File: src/rtl/mips_pkg.sv
// Shared definitions for the MIPS pipeline: word width, next-PC select codes
// and the bubble instruction.
package mips_pkg;

  localparam int WORD_W = 32;

  typedef enum logic [1:0] {
    PC_SRC_SEQ    = 2'b00,
    PC_SRC_BRANCH = 2'b01,
    PC_SRC_JUMP   = 2'b10,
    PC_SRC_JR     = 2'b11
  } pc_src_e;

  // sll $0,$0,0
  localparam logic [WORD_W-1:0] NOP_WORD = 32'h0000_0000;

  function automatic logic [WORD_W-1:0] word_align(input logic [WORD_W-1:0] addr);
    return {addr[WORD_W-1:2], 2'b00};
  endfunction

endpackage

File: src/rtl/if_id_reg.sv
// IF/ID pipeline register: reset/flush insert a bubble, stall holds,
// otherwise the fetched word and its PC+4 are captured as valid.
module if_id_reg
  import mips_pkg::*;
#(
  parameter logic [WORD_W-1:0] NOP_WORD_P = NOP_WORD
) (
  input  logic              clk,
  input  logic              rst,
  input  logic              stall,
  input  logic              flush,
  input  logic [WORD_W-1:0] inst,
  input  logic [WORD_W-1:0] pc_plus4,
  output logic [WORD_W-1:0] if_id_inst,
  output logic [WORD_W-1:0] if_id_pc_plus4,
  output logic              if_id_valid
);

  always_ff @(posedge clk) begin
    if (rst || flush) begin
      if_id_inst     <= NOP_WORD_P;
      if_id_pc_plus4 <= '0;
      if_id_valid    <= 1'b0;
    end else if (!stall) begin
      if_id_inst     <= inst;
      if_id_pc_plus4 <= pc_plus4;
      if_id_valid    <= 1'b1;
    end
  end

endmodule

File: src/rtl/if_stage.sv
// Instruction-fetch stage: PC register, next-PC select and IF/ID register.
// Define IF_PERF_CNT_EN to add the fetch_count / stall_count outputs.
module if_stage
  import mips_pkg::*;
#(
  parameter logic [31:0] RESET_PC = 32'h0000_0000,
  parameter logic [31:0] NOP_WORD = mips_pkg::NOP_WORD
) (
  input  logic        clk,
  input  logic        rst,
  input  logic        stall,
  input  logic        flush,
  input  logic [1:0]  pc_src,
  input  logic [31:0] branch_target,
  input  logic [31:0] jump_target,
  input  logic [31:0] jr_target,
  output logic [31:0] inst_addr,
  input  logic [31:0] instruction,
  output logic [31:0] if_id_inst,
  output logic [31:0] if_id_pc_plus4,
  output logic        if_id_valid
`ifdef IF_PERF_CNT_EN
  ,
  output logic [31:0] fetch_count,
  output logic [31:0] stall_count
`endif
);

  logic [WORD_W-1:0] pc;
  logic [WORD_W-1:0] pc_plus4;
  logic [WORD_W-1:0] target;
  logic [WORD_W-1:0] pc_next;

  assign inst_addr = pc;
  assign pc_plus4  = pc + 32'd4;

  always_comb begin
    target = '0;
    case (pc_src_e'(pc_src))
      PC_SRC_BRANCH: target = branch_target;
      PC_SRC_JUMP:   target = jump_target;
      PC_SRC_JR:     target = jr_target;
      default:       target = '0;
    endcase
  end

  // A redirect comes from further down the pipe, so it overrides stall.
  always_comb begin
    pc_next = pc_plus4;
    if (pc_src != PC_SRC_SEQ) pc_next = word_align(target);
    else if (stall)           pc_next = pc;
  end

  always_ff @(posedge clk) begin
    if (rst) pc <= RESET_PC;
    else     pc <= pc_next;
  end

  if_id_reg #(
    .NOP_WORD_P(NOP_WORD)
  ) u_if_id_reg (
    .clk            (clk),
    .rst            (rst),
    .stall          (stall),
    .flush          (flush),
    .inst           (instruction),
    .pc_plus4       (pc_plus4),
    .if_id_inst     (if_id_inst),
    .if_id_pc_plus4 (if_id_pc_plus4),
    .if_id_valid    (if_id_valid)
  );

`ifdef IF_PERF_CNT_EN
  always_ff @(posedge clk) begin
    if (rst) begin
      fetch_count <= '0;
      stall_count <= '0;
    end else begin
      if (!flush && !stall) fetch_count <= fetch_count + 32'd1;
      if (stall)            stall_count <= stall_count + 32'd1;
    end
  end
`endif

endmodule

File: config.mk
export PLATFORM = sky130hd
export DESIGN_NAME = if_stage
export DESIGN_NICKNAME = d
export VERILOG_FILES = /design/src/rtl/mips_pkg.sv /design/src/rtl/if_id_reg.sv /design/src/rtl/if_stage.sv
export SDC_FILE = /design/constraint.sdc
export NUM_CORES = 1
export LEC_CHECK = 0
export ABC_CLOCK_PERIOD_IN_PS = 6200
export BUFFER_PORTS_ARGS = -buffer_cell sky130_fd_sc_hd__buf_2
export CAP_MARGIN = 20
export CORE_MARGIN = 4
export CORE_UTILIZATION = 41
export DETAILED_ROUTE_END_ITERATION = 7
export PLACE_DENSITY = 0.72
export SYNTH_ARGS = -nofsm -noshare
export SYNTH_HDL_FRONTEND = slang
export SYNTH_SLANG_ARGS = --single-unit
File: constraint.sdc
create_clock -name clk -period 6.2 [get_ports clk]
set_clock_uncertainty 0.15 [all_clocks]
set_input_delay 1.24 -clock clk [delete_from_list [all_inputs] [get_ports clk]]
set_output_delay 1.24 -clock clk [all_outputs]
set_load 0.02 [all_outputs]
### Yosys cells after proc, flatten, opt, wreduce, memory -nomap -nowiden

Cells that the tools add are included.

* muxes and demuxes: 3
* reduce and logical (&&, ||, !) cells: 3
* equal/unequal tests: 4
* $add $sub $neg: 1

Operators by type and width (count)
* $pmux 32 s3: 1
* $mux 32: 2
* $add 32x3->32 const B: 1
* $eq 2x2->1 const B: 2
* $eq 2x1->1 const B: 1
* $ne 2x1->1 const B: 1
* $reduce_bool 2->1: 1
* $reduce_or 2->1: 1
* $logic_or 1x1->1: 1

* bits in registers: 97
* input bits: 134
* logic and storage cells: 16
* output and inout port bits: 97

### Depth between registers and ports, before layout

Gate-level depths: netlist of the first run.

* depth in word-level cells: 3
* mapped depth: 8
* depth with buffers taken out: 6

### Cells and area by module

A second synthesis of the first run with hierarchy kept.

* cells, all modules: 526
* area, all modules: 4922.2 um^2

By module, submodules not included
* if_stage: area an instance 2616.3 um^2, sequential area each 600.6 um^2, cells an instance 316, instances 1
* if_id_reg: area an instance 2306.0 um^2, sequential area each 1301.2 um^2, cells an instance 210, instances 1

### Worst setup path before layout of the first run

No wires, ideal clock.

* kind: input-to-reg
* start: input port pc_src[1]
* end: register pc[8], in the netlist inst_addr[8]
* stages on the path: 5
* path buffers: 2
* required time: 5.921 ns
* path slack: 3.463 ns
* library setup time: 0.129 ns
* arrival time: 2.458 ns
* cells stage by stage: clkbuf_1 > clkbuf_1 > mux2_2 > a222oi_1 > nor2_1

* longest elaborated chain between the ends: 3
* elaborated cells on any way between the ends: 7
* those cells by class: 4 x eq/ne; 2 x mux; 1 x reduce/logical

Ends and longest elaborated chain
* start, declared: RTL line if_stage.sv:13 `input logic [1:0] pc_src,`
* $eq 2x2->1 or $eq 2x1->1 (tied branches): RTL line if_stage.sv:39 `case (pc_src_e'(pc_src))`
* $pmux 32 s3: RTL line if_stage.sv:39
* $mux 32: RTL line if_stage.sv:50 `if (pc_src != PC_SRC_SEQ) pc_next = word_align(target);`
* end signal, assigned: RTL line if_stage.sv:56 `else pc <= pc_next;`
* end, declared: RTL line if_stage.sv:29 `logic [WORD_W-1:0] pc;`

Parallel ways exist; a longest one is shown, timed or not.
A chain may end at the register's enable or synchronous reset.

### Final worst setup path of the first run

* start: input port pc_src[1]
* end: register pc[29], in the netlist inst_addr[29]

Same word-level chain as after synthesis.

==> impl_metrics.toml, run 1 <==
[clocking]
htreeDepth = 3
cts_buffers = 9
clkTransAtPathRegs_ns = 0.07
cts_tree = "done"
clk_latency_ns = 0.34
postCtsHoldBufs = 0
ctsResizeCount = 0
cts_buffer_depth = 2
cts-root-buf = "clkbuf_16"
postCtsSetupBuffers = 0
clock_sinks = 93

[worst_setup_path]
cp.arrival_ns = 3.20
crit_type = "input port to flip-flop"
start_kind = "input port"
r2r_end = "inst_addr[22]"
worstSetupStartpoint = "pc_src[1]"
worst-r2r-cell-count = 6
endpoint_kind = "flip-flop"
rr_startpoint = "inst_addr[2]"
r2r_slack_ns = 3.67
path_max_fanout = 36
required_ns = 6.33
critPathCapture = "inst_addr[29]"

[die]
core-area_um2 = 11500
die_y_um = 117
fp-row-count = 39
dieArea_um2 = 13700
die_w_um = 117
start_util = 0.424
io_pins = 231

[global_route]
grt_max_degree = 63
overflow = 0
grt_pass1_vias = 4465
grt.total_usage = 0.209
grt_antenna_before_repair = 0
grt_pass1_wl_um = 22500

[timing]
post-route-min-period_ns = 3.07
setup_viol_count_final = 0
hold_slack_ns = 0.313
rsz0062_at_grt = "no"
finalHoldViolations = 0
fin_tns_setup_ns = 0
worst_pin_slew_ns = 0.971
slew-limit-headroom = 0.350
timing.fmax_mhz = 325
maxSlewViolCount = 0
fin_crit_sh = 0.496

[logic_synthesis]
ys_dominant_reg_cell = "dfxtp_1"
async_flop_share = 0
synth-seq-cells = 93
synthDistinctLibCells = 48
synth_area_leaders = "dfxtp_1, mux2i_1, xnor2_1"
netlist_top_cells_count = "dfxtp_1, nor2_1, mux2i_1"
synth_area_um2 = 4880
synth_top_area_frac = 0.381
synthCells = 545
yosysMostFrequentCell = "dfxtp_1"
synth-edff-count = 0
ys_seq_area_frac = 0.381
yosys_warnings = 0
avgSynthCellArea_um2 = 8.96
synth_top_area_cell = "dfxtp_1"

[place]
hpwlAfterDp_um = 11700
gp_congestion = 0.865
place_inst = 863
numPortBuffers = 220

[job]
drv_cap = 0

[route]
drc = 0
detail-route-antenna-nets = 0
vias_per_cell = 5.28
wl_per_cell_um = 16.8
wl_um = 14800
drtIter0Drc = 355
first_pass_iters = 5
vias = 4645

[final_layout]
drive_above_1_share = 0.372
fin_cells = 879
fin_nets = 866
n_antenna_cell = 0
syn2layout_area_growth_pct = 29.2

[status]
status = "finished clean"

[pwr]
power.density_nw_per_um2 = 247
power.leakage_nw = 2.84
ir_drop_v = 0.000114

[worst_hold_path]
hp-start = "u_if_id_reg.if_id_valid"
hp-class = "flip-flop to flip-flop"
## area by class of cell
cell class / count / area [µm²]
sequential: 93 / 1860
fill: 1101 / 5200
clock buffer: 10 / 229
tap: 143 / 179
inverter: 5 / 18.8
clock inverter: 6 / 116
timing repair buffer: 222 / 1120
multi-input combinational: 400 / 2790
## metrics by stage
stage / instance area [µm²] / power (mW) / setup slack (ns) / utilization
3_5_place_dp: 5970 / 0.939 / 2.80 / 0.518
6_report: 6310 / 1.56 / 3.13 / 0.548
3_3_place_gp: 5970 / 0.933 / 2.85 / 0.518
5_1_grt: 6310 / 1.62 / 2.93 / 0.548
4_1_cts: 6310 / 1.57 / 3.14 / 0.548
2_1_floorplan: 4890 / 0.838 / 3.46 / -
## per-layer routing
metal  global-route usage  routed length (µm)  vias to the layer above
li1                     -                   -                     2291
met1                0.280                6320                     2154
met2                0.337                7150                      180
met3               0.0463                1050                       20
met4               0.0635                 233                        0
met5                    0                   0                        -
## how the worst min path moves through the flow
stage | endpoint | cells past startpoint | slack, ns
after floorplan | u_if_id_reg.if_id_valid | 2 | 0.37
after global placement | u_if_id_reg.if_id_valid | 2 | 0.28
after detailed placement | u_if_id_reg.if_id_valid | 2 | 0.31
after CTS | u_if_id_reg.if_id_valid | 2 | 0.32
after global routing | u_if_id_reg.if_id_valid | 2 | 0.34
final | u_if_id_reg.if_id_valid | 2 | 0.31
## sequential cells by signal (all words and copies together), names as in the netlist
name	cells
u_if_id_reg.if_id_pc_plus4	30
u_if_id_reg.if_id_valid	1
u_if_id_reg.if_id_inst	32
inst_addr	30
## worst max-delay path: stages
cell,delay (ns)
buf_2,0.61
nor2b_1,0.78
a22oi_1,0.23
o22ai_1,0.19
a311o_1,0.13
## logic make-up after synthesis
logic type	share of synthesized area
DFF	0.381
other	0.000768
and+or+nand+nor	0.194
muxes	0.159
buffers and inverters	0.0497
AOI/OAI and AO/OA	0.117
adders and majority gates	0.00256
xor gates and xnor gates	0.0951
## power breakdown
| group | leakage, nW | switching [mW] | internal (mW) |
|---|---|---|---|
| registers | 0.763 | 0.0439 | 0.628 |
| logic | 1.91 | 0.140 | 0.114 |
| clock network | 0.168 | 0.232 | 0.398 |
## cell usage in the layout, fill, tap and decap left out, types with 2 or more instances in the layout
cell       instances
a211oi_1           9
a21oi_1           29
a22oi_1           11
and2_1             9
and3_1             5
buf_2            220
buf_4              2
bufinv_16          3
clkbuf_16          9
conb_1             4
dfxtp_1           93
inv_1              5
inv_6              3
mux2_2            13
mux2i_1           45
mux4_2             8
nand2_1           23
nand2b_1           4
nand3_1           19
nand4_1           13
nand4b_1           2
nor2_1            66
nor2b_1            3
nor3_1             9
nor3_2             3
nor4_1             6
nor4_2             3
o211ai_1           2
o21ai_0           29
o22ai_1           11
or2_1              2
or2_2              4
xnor2_1           29
xor2_1            24
No activity file was read; power rests on OpenSTA's default activity.
==> inputs of run 2 (changes only) <==
- ABC_AREA: unset -> 1
- ABC_CLOCK_PERIOD_IN_PS: 6200 -> 2700
- PLACE_DENSITY: 0.72 -> 0.75
- clock period: 6.2 -> 2.7 ns (I/O delays scaled with it)
==> run 2 against run 1 <==
Count of clock-buffer cells in the layout unchanged. Cell area down 2.0%. Sequential power up 120%. Flip-flop and latch count unchanged. Critical path depth up 3. Highest routed layer unchanged. Core utilization up 1.3 points. Critical endpoint is now inst_addr[12]. Power up 110%.
==> impl_metrics.toml, run 2 <==
[timing]
worst_pin_slew_ns = 0.701
layout_setup_ws_ns = 0.822
hold_slack_ns = 0.285
slew-limit-headroom = 0.532
finalHoldViolations = 0
rsz0062_at_grt = "no"
timing.fmax_mhz = 532
setup_viol_count_final = 0
fin_tns_setup_ns = 0
maxSlewViolCount = 0
post-route-min-period_ns = 1.88
fin_crit_sh = 0.696

[place]
gp_congestion = 0.894
placed_cell_area_um2 = 5890
hpwlAfterDp_um = 11700
numPortBuffers = 220
pre_cts_slack_ns = 0.554

[final_layout]
drive_above_1_share = 0.294
fill_cells = 1114
n_antenna_cell = 0
final_cell_mix = "nand2_1, buf_2, dfxtp_1"
top_register = "u_if_id_reg.if_id_inst"
finalInstanceArea_um2 = 6190
fin_nets = 1046
largest_reg_flops = 32
mostFrequentLayoutCell = "nand2_1"
syn2layout_area_growth_pct = 31.4

[logic_synthesis]
synth_top_family_by_area = "simple AND/OR/NAND/NOR gates"
avgSynthCellArea_um2 = 6.67
yosysMostFrequentCell = "nand2_1"
synth_area_um2 = 4710
netlist_top_cells_count = "nand2_1, dfxtp_1, a21oi_1, nor2_1, nand3_1"
ys_dominant_reg_cell = "dfxtp_1"
synthAdderAreaFrac = 0.00266
synthDistinctLibCells = 31
yosys_warnings = 0
ys_seq_area_frac = 0.396
synthMuxAreaShare = 0
synth-seq-cells = 93
synth-compound-area-share = 0.166
async_flop_share = 0
synth-edff-count = 0
synth_area_leaders = "dfxtp_1, nand2_1, a21oi_1"
synth_top_area_cell = "dfxtp_1"
synth_top_area_frac = 0.396
synthXorXnorAreaFrac = 0.0106
synthSimpleGateAreaFrac = 0.353
synthCells = 706

[clocking]
ctsResizeCount = 0
clk_latency_ns = 0.34
clock_sinks = 93
cts_tree = "done"
postCtsSetupBuffers = 0
postCtsHoldBufs = 0
clkTransAtPathRegs_ns = 0.07
cts_buffers = 9
cts_buffer_depth = 2
htreeDepth = 3
cts-root-buf = "clkbuf_16"

[worst_setup_path]
start_kind = "flip-flop"
worst_path_max_delay_cell = "dfxtp_1"
required_ns = 2.76
cp.arrival_ns = 1.93
path_max_fanout = 6
endpoint_kind = "flip-flop"
crit_type = "flip-flop to flip-flop"
critPathMaxStageDelay_ns = 0.42
cp_common_cell = "a21oi_1"
cp_cell_sequence = "ha_1 > nand2_2 > nor2_4 > nand2_4 > nor2_2 > a21oi_1 > o21ai_0 > a21oi_1"

[global_route]
grt_max_degree = 64
grt_antenna_before_repair = 0
overflow = 0
grt_pass1_wl_um = 24400
grt_pass1_vias = 4950
grt.total_usage = 0.231

[die]
die_w_um = 115
fp-row-count = 38
dieArea_um2 = 13300
start_util = 0.427
die_y_um = 115
core-area_um2 = 11000
io_pins = 231

[route]
drc = 0
drtIter0Drc = 286
first_pass_iters = 5
vias = 5293
wl_um = 15700
detail-route-antenna-nets = 0
vias_per_cell = 5.01
wl_per_cell_um = 14.8

[worst_hold_path]
hp-class = "input port to flip-flop"

[pwr]
ir_drop_v = 0.000373
power.leakage_nw = 2.89
power.density_nw_per_um2 = 529

[status]
status = "finished clean"

[job]
drv_cap = 0
-- run 2: worst paths after layout --
kind	from	end	slack [ns]	depth (start not counted)
max	inst_addr[2]	inst_addr[12]	0.82	8
min	instruction[7]	u_if_id_reg.if_id_inst[7]	0.28	3
max reg2reg	inst_addr[2]	inst_addr[12]	0.82	8
min reg2reg	u_if_id_reg.if_id_inst[20]	u_if_id_reg.if_id_inst[20]	0.31	2
-- run 2: cell type report --
cell class / count / area (µm²) / area share
multi-input combinational: 538 / 2520 / 0.407
sequential: 93 / 1860 / 0.301
timing repair buffer: 230 / 1190 / 0.192
clock buffer: 10 / 239 / 0.0386
tap: 140 / 175 / 0.0283
inverter: 39 / 146 / 0.0237
clock inverter: 6 / 55.1 / 0.00890
-- run 2: through the flow --
step | instances | util | total power, mW
5_1_grt | 1056 | 0.561 | 3.43
4_1_cts | 1056 | 0.561 | 3.29
3_5_place_dp | 1040 | 0.534 | 2.05
3_3_place_gp | 1040 | 0.534 | 2.05
6_report | 1056 | 0.561 | 3.27
2_1_floorplan | 709 | - | 1.83
-- run 2: logic make-up (layout without fill, tap and decap cells) --
kind of cell,after synthesis,count (layout)
buf+inv,78,285
other cells,1,4
fa+ha+maj,1,1
xor+xnor,4,4
flops,93,93
simple gates,393,393
compound gates,136,136
-- run 2: critical path: cells and delay by family (launching register included) --
kind                     cells  cell delay (ns)
AND/OR/NAND/NOR              4             0.50
flip-flops                   1             0.42
AO/OA/AOI/OAI                3             0.40
adder cells (fa/ha/maj)      1             0.26
-- run 2: power by group --
| group | total, mW | internal, mW | leakage (nW) | switching [mW] |
|---|---|---|---|---|
| Clock | 1.25 | 0.668 | 0.139 | 0.580 |
| Combinational | 0.527 | 0.201 | 1.99 | 0.326 |
| Sequential | 1.50 | 1.43 | 0.760 | 0.0662 |
-- run 2: layer usage --
| metal | wire, µm | GRT usage | vias up |
|---|---|---|---|
| met2 | 7500 | 0.393 | 198 |
| met1 | 6590 | 0.295 | 2339 |
| li1 | - | - | 2726 |
| met5 | 0 | 0 | - |
| met3 | 1210 | 0.0447 | 30 |
| met4 | 376 | 0.0751 | 0 |
==> inputs of run 3 (changes only) <==
- ABC_CLOCK_PERIOD_IN_PS: 2700 -> 2000
- PLACE_DENSITY: 0.75 -> 0.73
- clock period: 2.7 -> 2 ns (I/O delays scaled with it)
==> run 3 against run 2 <==
Die area unchanged. Register-to-register slack worse by 0.61 ns. Sequential share of layout area decreased by 0.51 points. Flip-flop and latch count unchanged. Via count rose by 0.79%. Critical path depth is the same. Sequential power up 35%. First-iteration DRC count is 4.5% lower. Worst hold slack worse by 0.14 ns. Largest power group unchanged.
==> impl_metrics.toml, run 3 (synthesis results as in run 2) <==
[status]
status = "finished clean"

[die]
core-area_um2 = 11000
die_y_um = 115
die_w_um = 115
start_util = 0.427
fp-row-count = 38
dieArea_um2 = 13300
io_pins = 231

[clocking]
cts-root-buf = "clkbuf_16"
clk_latency_ns = 0.34
postCtsHoldBufs = 0
cts_buffer_depth = 2
ctsResizeCount = 0
postCtsSetupBuffers = 0
cts_tree = "done"
clkTransAtPathRegs_ns = 0.07
cts_buffers = 9
clock_sinks = 93
htreeDepth = 3

[global_route]
overflow = 0
grt_pass1_wl_um = 25300
grt.total_usage = 0.240
grt_max_degree = 44
grt_pass1_vias = 5163
grt_antenna_before_repair = 0

[timing]
rsz0062_at_grt = "no"
finalHoldViolations = 0
setup_viol_count_final = 0
fin_crit_sh = 0.895
hold_slack_ns = 0.144
fin_tns_setup_ns = 0
post-route-min-period_ns = 1.79
maxSlewViolCount = 0
timing.fmax_mhz = 559

[route]
detail-route-antenna-nets = 0
wl_per_cell_um = 15.0
vias_per_cell = 5.03
drc = 0
first_pass_iters = 5
drtIter0Drc = 273
wl_um = 15900
vias = 5335

[final_layout]
final_core_util = 0.570
top_register = "u_if_id_reg.if_id_inst"
largest_reg_flops = 32
drive_above_1_share = 0.295
n_antenna_cell = 0
syn2layout_area_growth_pct = 33.7
fin_nets = 1052
final_cell_mix = "nand2_1, buf_2, dfxtp_1"
mostFrequentLayoutCell = "nand2_1"

[worst_setup_path]
cp.arrival_ns = 1.86
crit_type = "flip-flop to flip-flop"
cp_num_buf_inv = 0
r2r_end = "inst_addr[18]"
cp.depth = 8
worst_path_max_delay_cell = "dfxtp_1"
worst-r2r-cell-count = 8
path_max_fanout = 6
path_delay_family = "simple AND/OR/NAND/NOR gates"
rr_startpoint = "inst_addr[3]"
required_ns = 2.07
start_kind = "flip-flop"
r2r_slack_ns = 0.21
critPathMaxStageDelay_ns = 0.39
cp_cell_sequence = "ha_1 > nand2_2 > nor2_4 > nand2_4 > nor2_4 > a21oi_1 > o21ai_0 > a21oi_1"
endpoint_kind = "flip-flop"

[pwr]
ir_drop_v = 0.000455
power.density_nw_per_um2 = 745
power.leakage_nw = 2.94

[place]
numPortBuffers = 220
gp_congestion = 0.893
hpwlAfterDp_um = 12000

[worst_hold_path]
hold_end = "u_if_id_reg.if_id_inst[24]"
hp-class = "input port to flip-flop"
worstHoldPathCells = 3
hp-start = "instruction[24]"

[job]
drv_cap = 0
-- run 3: cell count changes in the layout (fill, tap and decap cells not counted), sizes merged --
cell | before | now
buf | 230 | 236
bufinv | 0 | 3
inv | 41 | 38
clkbuf | 10 | 11
clkinv | 2 | 1
clkinvlp | 2 | 1
-- run 3: worst max path at each step --
stage / startpoint / endpoint / slack (ns)
detailed placement: inst_addr[3] / u_if_id_reg.if_id_pc_plus4[22] / 0.22
global placement: inst_addr[3] / inst_addr[18] / 0.27
finish: inst_addr[3] / inst_addr[18] / 0.21
floorplan: inst_addr[2] / inst_addr[26] / 0.27
global route: inst_addr[3] / inst_addr[16] / 0.04
CTS: inst_addr[3] / u_if_id_reg.if_id_pc_plus4[22] / 0.21
-- run 3: where the power goes --
group          switching (mW)  leakage, nW  internal, mW
Clock                   0.724        0.156          1.22
Combinational           0.446         2.03         0.285
Sequential             0.0861        0.760          1.93
-- run 3: routing by layer --
| metal | wire (µm) | part of all wire | GRT usage | up-vias |
|---|---|---|---|---|
| met5 | 0 | 0 | 0 | - |
| met4 | 315 | 0.020 | 0.0822 | 0 |
| met3 | 1070 | 0.067 | 0.0421 | 24 |
| met2 | 7760 | 0.49 | 0.415 | 163 |
| met1 | 6790 | 0.43 | 0.302 | 2407 |
| li1 | - | - | - | 2741 |
-- run 3: worst reg2reg max path, delay by kind of cell (launching register included) --
family / cells / cell delay, ns
adder cells (fa/ha/maj): 1 / 0.25
AO/OA/AOI/OAI: 3 / 0.32
flip-flops: 1 / 0.39
AND/OR/NAND/NOR: 4 / 0.58
-- run 3: through the flow --
step                      power, mW  cell area, µm²  instances  setup WS, ns
final                          4.69            6290       1061         0.210
after global routing           4.89            6290       1061        0.0423
after CTS                      4.72            6290       1061         0.211
after detailed placement       2.79            5960       1046         0.221
after global placement         2.78            5960       1046         0.266
after floorplan                2.47            4720        709         0.265
-- run 3: layout make-up --
class	count	area, µm²
Clock buffer	11	233
Clock inverter	4	97.6
Fill cell	1135	4740
Inverter	39	146
Multi-Input combinational cell	538	2520
Sequential cell	93	1860
Tap cell	140	175
Timing Repair Buffer	236	1260
